### src/rtl/an_rx_pkg.sv
// Shared types and width helpers for the multi-tone 1-bit mic level detector.
package an_rx_pkg;

   typedef enum logic {
      ST_IDLE = 1'b0,
      ST_RUN  = 1'b1
   } state_t;

   function automatic int clog2_f(input int v);
      int r;
      r = 0;
      while ((1 << r) < v) r++;
      return r;
   endfunction

   // Signed I/Q and the unsigned |I|+|Q| magnitude both fit in win_log+2 bits.
   function automatic int mag_w(input int win_log);
      return win_log + 2;
   endfunction

endpackage

### src/rtl/an_rx_tone_corr.sv
// One tone channel: phase accumulator, I/Q square-wave correlators and saturated magnitude.
module an_rx_tone_corr
   import an_rx_pkg::*;
#(
   parameter int C_PH_W    = 16,
   parameter int C_WIN_LOG = 12,
   parameter int C_LV_W    = 12
)(
   input  logic              clk,
   input  logic              rst,
   input  logic              smp,
   input  logic              first,
   input  logic              last,
   input  logic              mic,
   input  logic [C_PH_W-1:0] inc_in,
   output logic [C_LV_W-1:0] lv
);

   localparam int AW = mag_w(C_WIN_LOG);
   localparam int CW = (AW > C_LV_W) ? AW : C_LV_W;
   localparam logic signed [AW-1:0] ONE    = AW'(1);
   localparam logic [C_LV_W-1:0]    LV_MAX = '1;

   logic [C_PH_W-1:0]    ph;
   logic [C_PH_W-1:0]    inc;
   logic signed [AW-1:0] acc_i;
   logic signed [AW-1:0] acc_q;
   logic signed [AW-1:0] i_nxt;
   logic signed [AW-1:0] q_nxt;
   logic                 ref_i;
   logic                 ref_q;
   logic [AW-1:0]        abs_i;
   logic [AW-1:0]        abs_q;
   logic [AW-1:0]        mag;
   logic [CW-1:0]        mag_x;

   // Level is derived from the post-sample sums so the final sample of a window is included.
   always_comb begin
      ref_i = ~ph[C_PH_W-1];
      ref_q = ph[C_PH_W-1] ^ ph[C_PH_W-2];
      i_nxt = (mic == ref_i) ? acc_i + ONE : acc_i - ONE;
      q_nxt = (mic == ref_q) ? acc_q + ONE : acc_q - ONE;
      abs_i = i_nxt[AW-1] ? AW'(-i_nxt) : AW'(i_nxt);
      abs_q = q_nxt[AW-1] ? AW'(-q_nxt) : AW'(q_nxt);
      mag   = abs_i + abs_q;
      mag_x = CW'(mag);
      lv    = (mag_x > CW'(LV_MAX)) ? LV_MAX : C_LV_W'(mag_x);
   end

   // Phase is zero at every window start, so loading inc_in yields the post-first-sample phase.
   always_ff @(posedge clk) begin
      if (rst) begin
         ph    <= '0;
         inc   <= '0;
         acc_i <= '0;
         acc_q <= '0;
      end else if (smp) begin
         if (first) inc <= inc_in;
         if (last) begin
            ph    <= '0;
            acc_i <= '0;
            acc_q <= '0;
         end else begin
            acc_i <= i_nxt;
            acc_q <= q_nxt;
            ph    <= first ? inc_in : ph + inc;
         end
      end
   end

endmodule

### src/rtl/an_rx_lv_det_mt.sv
// Multi-tone PDM mic level detector: mic clock divider, window FSM, per-tone levels and hysteresis flags.
module an_rx_lv_det_mt
   import an_rx_pkg::*;
#(
   parameter int C_MIC_DIV = 16,
   parameter int C_N_TONE  = 4,
   parameter int C_PH_W    = 16,
   parameter int C_WIN_LOG = 12,
   parameter int C_LV_W    = 12
)(
   input  logic                       CK_i,
   input  logic                       RST_i,
   input  logic                       MIC_i,
   output logic                       MIC_CK_o,
   input  logic [C_N_TONE*C_PH_W-1:0] TONE_INCs_i,
   input  logic [C_LV_W-1:0]          THR_ON_i,
   input  logic [C_LV_W-1:0]          THR_OFF_i,
   input  logic                       CONT_i,
   input  logic                       START_i,
   output logic                       BUSY_o,
   output logic [C_N_TONE*C_LV_W-1:0] LVs_o,
   output logic [C_N_TONE-1:0]        LV_FLGs_o,
   output logic                       DONE_o
);

   localparam int DW = clog2_f(C_MIC_DIV);

   logic [DW-1:0]              div_cnt;
   logic [DW-1:0]              div_nxt;
   logic                       smp;
   state_t                     state;
   state_t                     state_nxt;
   logic [C_WIN_LOG-1:0]       smp_cnt;
   logic                       smp_act;
   logic                       win_first;
   logic                       smp_last;
   logic [C_LV_W-1:0]          thr_on;
   logic [C_LV_W-1:0]          thr_off;
   logic [C_N_TONE*C_LV_W-1:0] lv_now;
   logic [C_N_TONE-1:0]        flg_nxt;

   assign div_nxt = (div_cnt == DW'(C_MIC_DIV - 1)) ? '0 : div_cnt + DW'(1);
   assign smp     = (div_cnt == DW'(C_MIC_DIV - 1));

   always_ff @(posedge CK_i) begin
      if (RST_i) begin
         div_cnt  <= '0;
         MIC_CK_o <= 1'b0;
      end else begin
         div_cnt  <= div_nxt;
         MIC_CK_o <= (div_nxt >= DW'(C_MIC_DIV / 2));
      end
   end

   always_ff @(posedge CK_i) begin
      if (RST_i) state <= ST_IDLE;
      else       state <= state_nxt;
   end

   always_comb begin
      state_nxt = state;
      case (state)
         ST_IDLE: if (smp && (CONT_i || START_i)) state_nxt = ST_RUN;
         ST_RUN:  if (smp_last && !CONT_i)        state_nxt = ST_IDLE;
         default: state_nxt = ST_IDLE;
      endcase
   end

   // smp_cnt is zero only on a window's first sample, whether entered from IDLE or back-to-back.
   always_comb begin
      BUSY_o    = (state == ST_RUN);
      smp_act   = smp && ((state == ST_RUN) || CONT_i || START_i);
      win_first = smp_act && (smp_cnt == '0);
      smp_last  = smp_act && (smp_cnt == '1);
   end

   always_ff @(posedge CK_i) begin
      if (RST_i) begin
         smp_cnt <= '0;
         thr_on  <= '0;
         thr_off <= '0;
      end else if (smp_act) begin
         smp_cnt <= smp_last ? '0 : smp_cnt + C_WIN_LOG'(1);
         if (win_first) begin
            thr_on  <= THR_ON_i;
            thr_off <= THR_OFF_i;
         end
      end
   end

   for (genvar k = 0; k < C_N_TONE; k++) begin : g_tone
      an_rx_tone_corr #(
         .C_PH_W    (C_PH_W),
         .C_WIN_LOG (C_WIN_LOG),
         .C_LV_W    (C_LV_W)
      ) u_corr (
         .clk    (CK_i),
         .rst    (RST_i),
         .smp    (smp_act),
         .first  (win_first),
         .last   (smp_last),
         .mic    (MIC_i),
         .inc_in (TONE_INCs_i[k*C_PH_W +: C_PH_W]),
         .lv     (lv_now[k*C_LV_W +: C_LV_W])
      );
   end

   // Set is tested first so it wins when the thresholds overlap.
   always_comb begin
      flg_nxt = LV_FLGs_o;
      for (int k = 0; k < C_N_TONE; k++) begin
         if (lv_now[k*C_LV_W +: C_LV_W] >= thr_on)      flg_nxt[k] = 1'b1;
         else if (lv_now[k*C_LV_W +: C_LV_W] < thr_off) flg_nxt[k] = 1'b0;
      end
   end

   always_ff @(posedge CK_i) begin
      if (RST_i) begin
         LVs_o     <= '0;
         LV_FLGs_o <= '0;
         DONE_o    <= 1'b0;
      end else begin
         DONE_o <= smp_last;
         if (smp_last) begin
            LVs_o     <= lv_now;
            LV_FLGs_o <= flg_nxt;
         end
      end
   end

endmodule

### config.mk
export PLATFORM = sky130hd
export DESIGN_NAME = an_rx_lv_det_mt
export DESIGN_NICKNAME = d
export VERILOG_FILES = /design/src/rtl/an_rx_pkg.sv /design/src/rtl/an_rx_tone_corr.sv /design/src/rtl/an_rx_lv_det_mt.sv
export SDC_FILE = /design/constraint.sdc
export NUM_CORES = 1
export LEC_CHECK = 0
export BUFFER_PORTS_ARGS = -buffer_cell sky130_fd_sc_hd__clkbuf_2
export CORE_ASPECT_RATIO = 0.6
export CORE_UTILIZATION = 56
export CTS_CLUSTER_DIAMETER = 50
export CTS_CLUSTER_SIZE = 25
export DETAILED_ROUTE_END_ITERATION = 6
export PLACE_DENSITY = 0.74
export REMOVE_ABC_BUFFERS = 1
export SETUP_SLACK_MARGIN = 0.15
export SYNTH_ARGS = -nofsm -noshare
export SYNTH_HDL_FRONTEND = slang
export SYNTH_SLANG_ARGS = --single-unit
### constraint.sdc
create_clock -name CK_i -period 12.45 [get_ports CK_i]
set_clock_uncertainty 0.05 [all_clocks]
set_input_delay 0.6225 -clock CK_i [delete_from_list [all_inputs] [get_ports CK_i]]
set_output_delay 0.6225 -clock CK_i [all_outputs]
set_load 0.005 [all_outputs]
==> metrics.txt, run 1 <==
# TYPE chip_impl_metric gauge
chip_impl_metric{name="postCtsResizedCells",unit=""} 0
chip_impl_metric{name="pin_count_of_the_biggest_net_entering_global_routing",unit=""} 106
chip_impl_info{name="r2r-end",value="LV_FLGs_o[3]"} 1
chip_impl_metric{name="drv_cap",unit=""} 0
chip_impl_metric{name="cts_hold_buf",unit=""} 0
chip_impl_metric{name="synth_enable_flop_cells",unit=""} 0
chip_impl_info{name="run_status",value="finished, final reports clean"} 1
chip_impl_metric{name="max-vdd-ir-drop",unit="mV"} 0.0777
chip_impl_metric{name="synth.distinct_cells",unit=""} 82
chip_impl_metric{name="die_area",unit="um2"} 46700
chip_impl_metric{name="finalNonFillerCells",unit=""} 3952
chip_impl_metric{name="drt_iter0_markers",unit=""} 2041
chip_impl_metric{name="dr_drc_count",unit=""} 0
chip_impl_info{name="criticalPathCategory",value="flip-flop to flip-flop"} 1
chip_impl_metric{name="wl_per_cell",unit="um"} 18.6
chip_impl_info{name="crit_slowest_cell",value="sky130_fd_sc_hd__a2111oi_1"} 1
chip_impl_metric{name="io-pin-count",unit=""} 148
chip_impl_metric{name="drive_above_1_share",unit=""} 0.0806
chip_impl_metric{name="finalMaxSlewViolations",unit=""} 0
chip_impl_metric{name="routed_wirelength",unit="um"} 73400
chip_impl_metric{name="critical_path_peak_fanout",unit=""} 12
chip_impl_metric{name="fp.dieW",unit="um"} 278
chip_impl_metric{name="ys_ff_latch",unit=""} 335
chip_impl_metric{name="holdPathStages",unit=""} 3
chip_impl_metric{name="power_per_cell_area",unit="nW/um2"} 107
chip_impl_metric{name="post_synth.cell_area_avg",unit="um2"} 7.88
chip_impl_info{name="tritoncts",value="built"} 1
chip_impl_metric{name="route.vias.total",unit=""} 24400
chip_impl_metric{name="synth_adder_area_share",unit=""} 0.164
chip_impl_metric{name="postRouteAntennaNets",unit=""} 0
chip_impl_metric{name="power_leakage",unit="nW"} 11.4
chip_impl_metric{name="clk-insertion-delay-late",unit="ps"} 550
chip_impl_metric{name="worst_pin_slew",unit="ps"} 1140
chip_impl_info{name="synth_top_family_by_area",value="compound AO/OA/AOI/OAI gates"} 1
chip_impl_metric{name="start_util",unit=""} 0.570
chip_impl_info{name="worstHoldPathType",value="input pin to flip-flop"} 1
chip_impl_metric{name="arrival",unit="ps"} 9420
chip_impl_metric{name="antenna_found_initial",unit=""} 1
chip_impl_metric{name="maxClockFrequency",unit="GHz"} 0.111
chip_impl_metric{name="detailedPlacementHpwl",unit="um"} 53400
chip_impl_info{name="synth_ff_type",value="sky130_fd_sc_hd__dfxtp_1"} 1
chip_impl_metric{name="post-route-min-period",unit="ps"} 9040
chip_impl_metric{name="yosys.area_share.xor_xnor",unit=""} 0.100
chip_impl_metric{name="fin_total_pwr",unit="mW"} 3.01
chip_impl_metric{name="synth_mux_area_frac",unit=""} 0.00195
chip_impl_metric{name="die_height",unit="um"} 168
chip_impl_info{name="final_common_cell",value="sky130_fd_sc_hd__nor2_1"} 1
chip_impl_metric{name="yosysSeqAreaShare",unit=""} 0.261
chip_impl_info{name="clock-root-buffer",value="sky130_fd_sc_hd__clkbuf_16"} 1
chip_impl_metric{name="post_synthesis_compound_gate_area_fraction",unit=""} 0.234
chip_impl_metric{name="post_dp_cell_area",unit="um2"} 26900
chip_impl_info{name="hp-start",value="THR_OFF_i[8]"} 1
chip_impl_metric{name="nets",unit=""} 3757
chip_impl_metric{name="post_synthesis_instance_total",unit=""} 3260
chip_impl_metric{name="layout_worst_path_cycle_share",unit=""} 0.726
chip_impl_info{name="highest_count_cells_in_the_layout_ignoring_fill_and_taps",value="sky130_fd_sc_hd__nor2_1, sky130_fd_sc_hd__nand2_1, sky130_fd_sc_hd__dfxtp_1"} 1
chip_impl_info{name="whs_endpoint",value="thr_off[8]"} 1
chip_impl_metric{name="synth_area",unit="um2"} 25700
chip_impl_metric{name="crit_required",unit="ps"} 12830
chip_impl_metric{name="first_global_vias",unit=""} 23400
chip_impl_metric{name="routed_via_density",unit=""} 6.17
chip_impl_info{name="crit_path_end_kind",value="flip-flop"} 1
chip_impl_metric{name="slack_of_the_worst_reg_to_reg_path",unit="ps"} 3410
chip_impl_metric{name="areaGrowthSynthToFinish",unit="%"} 9.50
chip_impl_metric{name="sequential_cell_area",unit="um2"} 6710
chip_impl_metric{name="cts_max_path_buffers",unit=""} 3
chip_impl_metric{name="drt_first_pass_iters",unit=""} 6
chip_impl_metric{name="placedCellCount",unit=""} 3889
chip_impl_metric{name="clock_sink_count",unit=""} 335
chip_impl_metric{name="cts_buffers",unit=""} 35
chip_impl_metric{name="timing.final.setup_violations",unit=""} 0
chip_impl_metric{name="finalCoreUtilization",unit=""} 0.624
chip_impl_info{name="crit-reg2reg-launch",value="g_tone[3].u_corr.ph[15]"} 1
chip_impl_metric{name="synthArstFlopShare",unit=""} 0
chip_impl_metric{name="yosys.area_share.simple",unit=""} 0.203
chip_impl_metric{name="cts.reportedPaths.clkPinSlew",unit="ps"} 90
chip_impl_metric{name="fillerInstances",unit=""} 3999
chip_impl_metric{name="post-place-ws",unit="ps"} 3140
chip_impl_metric{name="fp-row-count",unit=""} 60
chip_impl_info{name="critical_path.startpoint_type",value="flip-flop"} 1
chip_impl_info{name="grt_setup_unrepaired",value="false"} 1
chip_impl_metric{name="io_buffer_count",unit=""} 147
chip_impl_metric{name="grt_usage",unit=""} 0.309
chip_impl_metric{name="timing.slew.headroom",unit=""} 0.237
chip_impl_metric{name="grt.overflow.total",unit=""} 0
chip_impl_metric{name="cts_htree_levels",unit=""} 2
chip_impl_metric{name="final-hold-violation-count",unit=""} 0
chip_impl_metric{name="finalInstanceArea",unit="um2"} 28100
chip_impl_metric{name="yosysWarnings",unit=""} 0
chip_impl_metric{name="final_critical_path_setup_slack",unit="ps"} 3410
chip_impl_metric{name="max_stage_delay",unit="ps"} 610
chip_impl_metric{name="r2r_cells",unit=""} 35
chip_impl_metric{name="cts.repair_timing.setup_buffer_count",unit=""} 0
chip_impl_metric{name="multi_input_area",unit="um2"} 18100
chip_impl_metric{name="place_congestion",unit=""} 0.935
chip_impl_metric{name="core_area",unit="um2"} 45000
chip_impl_metric{name="first_pass_grt_wire_length",unit="um"} 120000
-- logic make-up (layout without fill, tap and decap cells) --
group,after synthesis,after routing
buffers and inverters,238,340
adders and majority gates,327,327
AOI/OAI and AO/OA,930,930
muxes,5,5
other,0,1
and+or+nand+nor,1137,1137
DFF,335,335
xor gates and xnor gates,288,288
-- per-stage QoR --
step	TNS (ps)	hold slack (ps)
2_1_floorplan	-516940	376
3_3_place_gp	0	389
3_5_place_dp	0	395
4_1_cts	0	225
5_1_grt	0	229
6_report	0	239
-- registers in the layout, summed over array words and instances, names as in the netlist --
signal	count
BUSY_o	1
DONE_o	1
g_tone.u_corr.acc_i	56
g_tone.u_corr.inc	64
MIC_CK_o	1
div_cnt	4
LV_FLGs_o	4
g_tone.u_corr.acc_q	56
LVs_o	48
thr_off	12
g_tone.u_corr.ph	64
smp_cnt	12
thr_on	12
-- synthesized netlist by cell type (7+ instances only) --
cell | instances | area, um2
sky130_fd_sc_hd__nand4_1 | 16 | 100
sky130_fd_sc_hd__xor2_1 | 114 | 998
sky130_fd_sc_hd__a21o_1 | 66 | 495
sky130_fd_sc_hd__o21bai_1 | 21 | 158
sky130_fd_sc_hd__nand3b_1 | 13 | 97.6
sky130_fd_sc_hd__nand3_1 | 55 | 275
sky130_fd_sc_hd__fa_1 | 16 | 320
sky130_fd_sc_hd__or3_1 | 29 | 181
sky130_fd_sc_hd__and2_1 | 11 | 68.8
sky130_fd_sc_hd__a311oi_1 | 23 | 201
sky130_fd_sc_hd__a21boi_0 | 12 | 90.1
sky130_fd_sc_hd__o31a_1 | 7 | 61.3
sky130_fd_sc_hd__buf_1 | 9 | 33.8
sky130_fd_sc_hd__nor4_1 | 24 | 150
sky130_fd_sc_hd__nor2_1 | 392 | 1470
sky130_fd_sc_hd__o21a_1 | 44 | 330
sky130_fd_sc_hd__a22oi_1 | 107 | 803
sky130_fd_sc_hd__a21oi_1 | 290 | 1450
sky130_fd_sc_hd__nand2_1 | 337 | 1260
sky130_fd_sc_hd__inv_1 | 106 | 398
sky130_fd_sc_hd__a211oi_1 | 40 | 300
sky130_fd_sc_hd__a31oi_1 | 19 | 119
sky130_fd_sc_hd__a22o_1 | 10 | 87.6
sky130_fd_sc_hd__o211ai_1 | 13 | 97.6
sky130_fd_sc_hd__o31ai_1 | 33 | 248
sky130_fd_sc_hd__and3_1 | 33 | 206
sky130_fd_sc_hd__xnor2_1 | 169 | 1480
sky130_fd_sc_hd__or2_2 | 12 | 75.1
sky130_fd_sc_hd__clkbuf_1 | 118 | 443
sky130_fd_sc_hd__a2111oi_0 | 7 | 61.3
sky130_fd_sc_hd__nor3_1 | 104 | 521
sky130_fd_sc_hd__nand2b_1 | 36 | 225
sky130_fd_sc_hd__nor2b_1 | 40 | 250
sky130_fd_sc_hd__ha_1 | 311 | 3890
sky130_fd_sc_hd__dfxtp_1 | 335 | 6710
sky130_fd_sc_hd__o2111ai_1 | 14 | 123
sky130_fd_sc_hd__o41ai_1 | 10 | 87.6
sky130_fd_sc_hd__o21ai_0 | 157 | 786
-- report_power, final --
part           internal [mW]  leakage [nW]  switching (mW)
Clock                  0.599         0.597           0.550
Combinational          0.308          8.07           0.482
Sequential              1.07          2.70        0.000837
-- worst max-delay path by stage --
stage / to / depth (start not counted) / start
finish: LV_FLGs_o[3] / 35 / g_tone[3].u_corr.ph[15]
global placement: LV_FLGs_o[3] / 36 / MIC_i
detailed placement: LV_FLGs_o[3] / 35 / MIC_i
floorplan: g_tone[1].u_corr.ph[15] / 5 / CONT_i
CTS: LV_FLGs_o[3] / 35 / g_tone[3].u_corr.ph[15]
global route: LV_FLGs_o[3] / 35 / g_tone[3].u_corr.ph[15]
-- worst max-delay path, delay by kind of cell (launching register included) --
family	cells	cell delay (ps)
compound gates	17	4180
xor+xnor	2	600
fa+ha+maj	3	1150
buf+inv	1	370
flops	1	370
mux	1	260
simple gates	11	1920
-- per-layer routing --
layer | GRT usage | vias up | part of all wire
met5 | 0 | - | 0
met4 | 0.0922 | 0 | 0.027
met3 | 0.0372 | 151 | 0.058
met2 | 0.499 | 776 | 0.44
met1 | 0.431 | 11600 | 0.48
li1 | - | 11900 | -
-- final cells by class --
type,count,area share
Tap cell,589,0.0262
Sequential cell,335,0.238
Antenna cell,1,0.0000890
Clock inverter,27,0.0125
Multi-Input combinational cell,2687,0.644
Timing Repair Buffer,172,0.0332
Clock buffer,35,0.0311
Inverter,106,0.0141
No activity file was read; power rests on OpenSTA's default activity.
==> run 2, diff against run 1 <==
Settings changed: PLACE_DENSITY 0.74 to 0.77.
Clock period 12.45 ns to 7.9 ns, I/O delays scaled along.
==> run 2 against run 1 <==
  * Hold slack worse by 230 ps
  * First-iteration DRC count is 4.9% higher
  * Critical path depth stayed put
  * Sequential cell count stayed put
  * Register-to-register slack worse by 2900 ps
  * Die area stayed put
  * Final cell count is 1.7% higher
  * Critical endpoint is now LV_FLGs_o[1]
  * Largest cell class unchanged
  * Largest power group unchanged
==> metrics.txt, run 2 (synthesized netlist as in run 1, its figures left out) <==
# TYPE chip_impl_metric gauge
chip_impl_metric{name="first_global_vias",unit=""} 23700
chip_impl_metric{name="postRouteAntennaNets",unit=""} 0
chip_impl_metric{name="antenna_found_initial",unit=""} 0
chip_impl_info{name="crit_path_end_kind",value="flip-flop"} 1
chip_impl_metric{name="cts.reportedPaths.clkPinSlew",unit="ps"} 80
chip_impl_metric{name="drt_iter0_markers",unit=""} 2141
chip_impl_info{name="worstHoldPathType",value="input pin to flip-flop"} 1
chip_impl_metric{name="clk-insertion-delay-late",unit="ps"} 580
chip_impl_info{name="critical_path.startpoint_type",value="flip-flop"} 1
chip_impl_metric{name="wl_per_cell",unit="um"} 18.9
chip_impl_metric{name="sequential_cell_area",unit="um2"} 6710
chip_impl_metric{name="crit_required",unit="ps"} 8270
chip_impl_metric{name="routed_via_density",unit=""} 6.23
chip_impl_metric{name="fp-row-count",unit=""} 60
chip_impl_info{name="grt_peak_use_layer",value="met2"} 1
chip_impl_metric{name="clock_sink_count",unit=""} 335
chip_impl_info{name="critPathMostFrequentCell",value="sky130_fd_sc_hd__a21o_1"} 1
chip_impl_metric{name="route.vias.total",unit=""} 25000
chip_impl_metric{name="dr_drc_count",unit=""} 0
chip_impl_info{name="grt_setup_unrepaired",value="true"} 1
chip_impl_metric{name="sw_frac_of_total",unit=""} 0.344
chip_impl_metric{name="finalMaxSlewViolations",unit=""} 0
chip_impl_metric{name="layout_worst_path_cycle_share",unit=""} 0.936
chip_impl_info{name="crit_slowest_cell",value="sky130_fd_sc_hd__fa_1"} 1
chip_impl_metric{name="grtUsageMet1",unit=""} 0.434
chip_impl_metric{name="cts_max_path_buffers",unit=""} 3
chip_impl_metric{name="io-pin-count",unit=""} 148
chip_impl_metric{name="combinational_fraction_of_design_power",unit=""} 0.279
chip_impl_metric{name="post-route-min-period",unit="ps"} 7390
chip_impl_metric{name="nets",unit=""} 3822
chip_impl_metric{name="grt_usage",unit=""} 0.314
chip_impl_metric{name="maxClockFrequency",unit="GHz"} 0.135
chip_impl_metric{name="fillerInstances",unit=""} 3912
chip_impl_metric{name="drv_cap",unit=""} 0
chip_impl_metric{name="max_stage_delay",unit="ps"} 470
chip_impl_info{name="clock-root-buffer",value="sky130_fd_sc_hd__clkbuf_16"} 1
chip_impl_metric{name="gr-usage-met2",unit=""} 0.512
chip_impl_metric{name="place_congestion",unit=""} 0.960
chip_impl_info{name="largestRegisters",value="g_tone.u_corr.inc x64, g_tone.u_corr.ph x64"} 1
chip_impl_metric{name="multi_input_area",unit="um2"} 18500
chip_impl_metric{name="io_buffer_count",unit=""} 147
chip_impl_metric{name="cts_buffers",unit=""} 36
chip_impl_metric{name="core_area",unit="um2"} 45000
chip_impl_metric{name="arrival",unit="ps"} 7760
chip_impl_metric{name="detailedPlacementHpwl",unit="um"} 54400
chip_impl_metric{name="p_int",unit="mW"} 3.16
chip_impl_metric{name="drt_first_pass_iters",unit=""} 6
chip_impl_metric{name="finalCoreUtilization",unit=""} 0.645
chip_impl_info{name="highest_count_cells_in_the_layout_ignoring_fill_and_taps",value="sky130_fd_sc_hd__nor2_1, sky130_fd_sc_hd__nand2_1, sky130_fd_sc_hd__dfxtp_1"} 1
chip_impl_metric{name="insertedDiodeCount",unit=""} 0
chip_impl_info{name="final_common_cell",value="sky130_fd_sc_hd__nor2_1"} 1
chip_impl_metric{name="drive_above_1_share",unit=""} 0.113
chip_impl_metric{name="final-hold-violation-count",unit=""} 0
chip_impl_metric{name="power.share.clock",unit=""} 0.371
chip_impl_metric{name="areaGrowthSynthToFinish",unit="%"} 13.2
chip_impl_metric{name="power_per_cell_area",unit="nW/um2"} 166
chip_impl_metric{name="pin_count_of_the_biggest_net_entering_global_routing",unit=""} 93
chip_impl_metric{name="power_leakage",unit="nW"} 11.7
chip_impl_metric{name="p_switching",unit="mW"} 1.66
chip_impl_info{name="tritoncts",value="built"} 1
chip_impl_metric{name="grt.overflow.total",unit=""} 0
chip_impl_metric{name="die_area",unit="um2"} 46700
chip_impl_metric{name="setup_total_negative_slack",unit="ps"} 0
chip_impl_metric{name="cts_htree_levels",unit=""} 2
chip_impl_metric{name="routed_wirelength",unit="um"} 75900
chip_impl_metric{name="die_height",unit="um"} 168
chip_impl_metric{name="critical_path_peak_fanout",unit=""} 7
chip_impl_metric{name="timing.final.setup_violations",unit=""} 0
chip_impl_metric{name="timing.slew.headroom",unit=""} 0.276
chip_impl_info{name="run_status",value="finished, final reports clean"} 1
chip_impl_metric{name="first_pass_grt_wire_length",unit="um"} 122000
chip_impl_metric{name="grt_use_met3",unit=""} 0.0368
chip_impl_metric{name="worst_pin_slew",unit="ps"} 1080
chip_impl_metric{name="p_seq_frac",unit=""} 0.351
chip_impl_metric{name="start_util",unit=""} 0.570
chip_impl_info{name="criticalPathCategory",value="flip-flop to flip-flop"} 1
chip_impl_metric{name="max-vdd-ir-drop",unit="mV"} 0.129
chip_impl_metric{name="fp.dieW",unit="um"} 278
-- run 2: cell count changes in the layout (fill, tap and decap cells not counted), sizes merged --
| cell | change |
|---|---|
| buf | +50 |
| bufinv | -2 |
| clkbuf | +5 |
| clkinv | +3 |
| dlygate4sd3 | +14 |
| inv | -5 |
| diode | -1 |
| clkinvlp | +3 |
-- run 2: worst paths after layout --
kind | from | to | slack, ps | cells after the start
max reg2reg | g_tone[1].u_corr.ph[14] | LV_FLGs_o[1] | 510 | 35
min reg2reg | g_tone[0].u_corr.acc_q[6] | g_tone[0].u_corr.acc_q[6] | 410 | 2
min | THR_ON_i[7] | thr_on[7] | 8 | 3
max | g_tone[1].u_corr.ph[14] | LV_FLGs_o[1] | 510 | 35
-- run 2: layout make-up --
type,count,area share
multi-input cells,2687,0.637
flip-flops and latches,335,0.231
clock inverters,26,0.00947
inverters,106,0.0139
clock buffers,40,0.0330
repair buffers,236,0.0504
well taps,589,0.0253
-- run 2: power groups by stage --
| stage | clock network [mW] | registers, mW | logic (mW) |
|---|---|---|---|
| global route | 1.88 | 1.69 | 1.46 |
| detailed placement | 0 | 1.73 | 1.23 |
| finish | 1.79 | 1.69 | 1.34 |
| CTS | 1.81 | 1.69 | 1.25 |
| floorplan | 0 | 1.73 | 0.856 |
| global placement | 0 | 1.73 | 1.18 |
-- run 2: worst max-delay path, delay by kind of cell, from the launching register on --
| kind | cells | cell delay [ps] |
|---|---|---|
| buffers and inverters | 3 | 600 |
| xor gates and xnor gates | 3 | 730 |
| AOI/OAI and AO/OA | 19 | 3440 |
| and+or+nand+nor | 7 | 1010 |
| DFF | 1 | 340 |
| adders and majority gates | 3 | 1060 |
-- run 2: layer usage --
| layer | routed length, um | vias to the layer above |
|---|---|---|
| met4 | 2190 | 0 |
| met3 | 4780 | 173 |
| met5 | 0 | - |
| met1 | 34600 | 11900 |
| li1 | - | 12000 |
| met2 | 34300 | 940 |
-- run 2: stage by stage --
step | hold WS [ps] | power [mW] | worst slack [ps] | instance area (um2) | std cells
after detailed placement | 395 | 2.96 | -175 | 27100 | 3919
after CTS | 0.513 | 4.75 | 105 | 28500 | 4001
after global placement | 392 | 2.90 | -123 | 27100 | 3919
after global routing | 10.8 | 5.03 | 74.9 | 29100 | 4019
after floorplan | 376 | 2.58 | -8080 | 25200 | 3128
final | 8.45 | 4.82 | 506 | 29100 | 4019
-- run 2: what timing repair did --
| action | in CTS | in global routing |
|---|---|---|
| resized for setup | 3 | 85 |
| hold buffers | 14 | 0 |
| gates cloned | 0 | 1 |
| pin swaps | 0 | 16 |
| setup endpoints to repair | 2 | 4 |
| buffers inserted | 2 | 17 |
| hold endpoints to repair | 14 | 0 |
==> run 3, diff against run 2 <==
Settings changed: HOLD_SLACK_MARGIN set to 0.08.
==> run 3 against run 2 <==
  * Setup slack got worse by 3.8 ps
  * Hold slack improved by 90 ps
  * Core utilization rose by 1.6 points
  * Clock power barely moved
  * Die area did not move
  * Critical endpoint is now LV_FLGs_o[3]
  * Largest cell class unchanged
==> metrics.txt, run 3 (synthesized netlist as in run 1, its figures left out) <==
# TYPE chip_impl_metric gauge
chip_impl_metric{name="crit_required",unit="ps"} 8280
chip_impl_metric{name="cts_htree_levels",unit=""} 2
chip_impl_metric{name="start_util",unit=""} 0.570
chip_impl_info{name="critical_path.startpoint_type",value="flip-flop"} 1
chip_impl_info{name="hp-start",value="CONT_i"} 1
chip_impl_info{name="highest_count_cells_in_the_layout_ignoring_fill_and_taps",value="sky130_fd_sc_hd__nor2_1, sky130_fd_sc_hd__nand2_1, sky130_fd_sc_hd__dfxtp_1"} 1
chip_impl_metric{name="layout_worst_path_cycle_share",unit=""} 0.936
chip_impl_metric{name="timing.slew.headroom",unit=""} 0.263
chip_impl_metric{name="cts_buffers",unit=""} 36
chip_impl_metric{name="routed_via_density",unit=""} 6.22
chip_impl_metric{name="cts.reportedPaths.clkPinSlew",unit="ps"} 80
chip_impl_metric{name="arrival",unit="ps"} 7780
chip_impl_info{name="final_common_cell",value="sky130_fd_sc_hd__nor2_1"} 1
chip_impl_metric{name="drt_iter0_markers",unit=""} 2265
chip_impl_metric{name="power_leakage",unit="nW"} 12.1
chip_impl_info{name="r2r-end",value="LV_FLGs_o[3]"} 1
chip_impl_metric{name="grt.overflow.total",unit=""} 0
chip_impl_metric{name="max_stage_delay",unit="ps"} 420
chip_impl_metric{name="maxClockFrequency",unit="GHz"} 0.135
chip_impl_metric{name="pin_count_of_the_biggest_net_entering_global_routing",unit=""} 93
chip_impl_metric{name="slack_of_the_worst_reg_to_reg_path",unit="ps"} 500
chip_impl_metric{name="first_global_vias",unit=""} 24200
chip_impl_metric{name="detailedPlacementHpwl",unit="um"} 54400
chip_impl_metric{name="io_buffer_count",unit=""} 147
chip_impl_metric{name="route.vias.total",unit=""} 25400
chip_impl_metric{name="worst_pin_slew",unit="ps"} 1100
chip_impl_metric{name="post-route-min-period",unit="ps"} 7400
chip_impl_info{name="grt_setup_unrepaired",value="true"} 1
chip_impl_metric{name="die_area",unit="um2"} 46700
chip_impl_metric{name="finalNonFillerCells",unit=""} 4093
chip_impl_metric{name="setup_total_negative_slack",unit="ps"} 0
chip_impl_metric{name="drive_above_1_share",unit=""} 0.110
chip_impl_metric{name="clk-insertion-delay-late",unit="ps"} 580
chip_impl_info{name="largestRegisters",value="g_tone.u_corr.inc x64, g_tone.u_corr.ph x64"} 1
chip_impl_info{name="crit-reg2reg-launch",value="g_tone[3].u_corr.ph[15]"} 1
chip_impl_metric{name="areaGrowthSynthToFinish",unit="%"} 16.1
chip_impl_metric{name="antenna_found_initial",unit=""} 1
chip_impl_metric{name="final-hold-violation-count",unit=""} 0
chip_impl_metric{name="grt_usage",unit=""} 0.319
chip_impl_metric{name="power_per_cell_area",unit="nW/um2"} 163
chip_impl_info{name="tritoncts",value="built"} 1
chip_impl_metric{name="first_pass_grt_wire_length",unit="um"} 124000
chip_impl_metric{name="fp-row-count",unit=""} 60
chip_impl_metric{name="clock_sink_count",unit=""} 335
chip_impl_info{name="clock-root-buffer",value="sky130_fd_sc_hd__clkbuf_16"} 1
chip_impl_metric{name="critical_path_peak_fanout",unit=""} 10
chip_impl_metric{name="postRouteAntennaNets",unit=""} 0
chip_impl_metric{name="nets",unit=""} 3895
chip_impl_metric{name="max-vdd-ir-drop",unit="mV"} 0.130
chip_impl_metric{name="r2r_cells",unit=""} 36
chip_impl_metric{name="wl_per_cell",unit="um"} 18.8
chip_impl_metric{name="core_area",unit="um2"} 45000
chip_impl_metric{name="fillerInstances",unit=""} 3809
chip_impl_info{name="whs_endpoint",value="BUSY_o"} 1
chip_impl_metric{name="finalMaxSlewViolations",unit=""} 0
chip_impl_metric{name="timing.final.setup_violations",unit=""} 0
chip_impl_info{name="run_status",value="finished, final reports clean"} 1
chip_impl_metric{name="fp.dieW",unit="um"} 278
chip_impl_info{name="worstHoldPathType",value="input pin to flip-flop"} 1
chip_impl_info{name="crit_path_end_kind",value="flip-flop"} 1
chip_impl_metric{name="die_height",unit="um"} 168
chip_impl_info{name="crit_slowest_cell",value="sky130_fd_sc_hd__a2111oi_4"} 1
chip_impl_metric{name="drt_first_pass_iters",unit=""} 6
chip_impl_metric{name="drv_cap",unit=""} 0
chip_impl_metric{name="routed_wirelength",unit="um"} 77100
chip_impl_metric{name="cts_max_path_buffers",unit=""} 3
chip_impl_info{name="criticalPathCategory",value="flip-flop to flip-flop"} 1
chip_impl_metric{name="placedCellCount",unit=""} 3919
chip_impl_metric{name="holdPathStages",unit=""} 3
chip_impl_metric{name="place_congestion",unit=""} 0.960
chip_impl_metric{name="dr_drc_count",unit=""} 0
chip_impl_metric{name="hold_ws",unit="ps"} 98.1
chip_impl_metric{name="io-pin-count",unit=""} 148
## run 3: final cells by class
class	count	area [um2]	share of cell area
multi-input combinational	2687	18500	0.621
tap	589	737	0.0247
sequential	335	6710	0.225
clock buffer	40	958	0.0322
timing repair buffer	309	2200	0.0737
antenna	1	2.50	0.0000840
clock inverter	26	275	0.00924
inverter	106	404	0.0136
## run 3: routing by layer
layer / global-route usage / vias up / routed length [um]
li1: - / 12200 / -
met1: 0.434 / 12100 / 34800
met2: 0.521 / 984 / 34900
met3: 0.0393 / 198 / 4830
met4: 0.110 / 0 / 2490
met5: 0 / - / 0
## run 3: per-stage QoR
| stage | total power [mW] | setup slack (ps) | instance area (um2) | utilization |
|---|---|---|---|---|
| finish | 4.85 | 502 | 29800 | 0.662 |
| global route | 5.06 | 74.9 | 29800 | 0.662 |
| CTS | 4.78 | 105 | 29300 | 0.649 |
| detailed placement | 2.96 | -175 | 27100 | 0.602 |
| global placement | 2.90 | -123 | 27100 | 0.602 |
| floorplan | 2.58 | -8080 | 25200 | - |
## run 3: where the power goes
| part | switching [mW] | total (mW) | internal, mW |
|---|---|---|---|
| Clock | 0.857 | 1.79 | 0.931 |
| Sequential | 0.00130 | 1.69 | 1.69 |
| Combinational | 0.809 | 1.37 | 0.563 |
## run 3: worst max-delay path, delay by kind of cell (launching register included)
kind / cells / cell delay (ps)
buffers and inverters: 2 / 300
flip-flops: 1 / 370
AO/OA/AOI/OAI: 17 / 3300
XOR/XNOR: 2 / 370
multiplexers: 1 / 270
AND/OR/NAND/NOR: 11 / 1600
adder cells (fa/ha/maj): 3 / 980
## run 3: worst max-delay path by stage
stage | start | end | cells past startpoint
after floorplan | CONT_i | g_tone[1].u_corr.ph[15] | 5
after global placement | MIC_i | LV_FLGs_o[1] | 34
after detailed placement | MIC_i | LV_FLGs_o[1] | 35
after CTS | g_tone[1].u_corr.ph[15] | LV_FLGs_o[1] | 34
after global routing | g_tone[3].u_corr.ph[15] | LV_FLGs_o[3] | 36
final | g_tone[3].u_corr.ph[15] | LV_FLGs_o[3] | 36
## run 3: what timing repair did
| item | CTS | global route |
|---|---|---|
| resized for setup | 3 | 85 |
| pin swaps | 0 | 16 |
| hold buffers | 87 | 0 |
| gates cloned | 0 | 1 |
| endpoints found under the setup margin | 2 | 4 |
| buffers inserted | 2 | 17 |
| endpoints found under the hold margin | 89 | 0 |
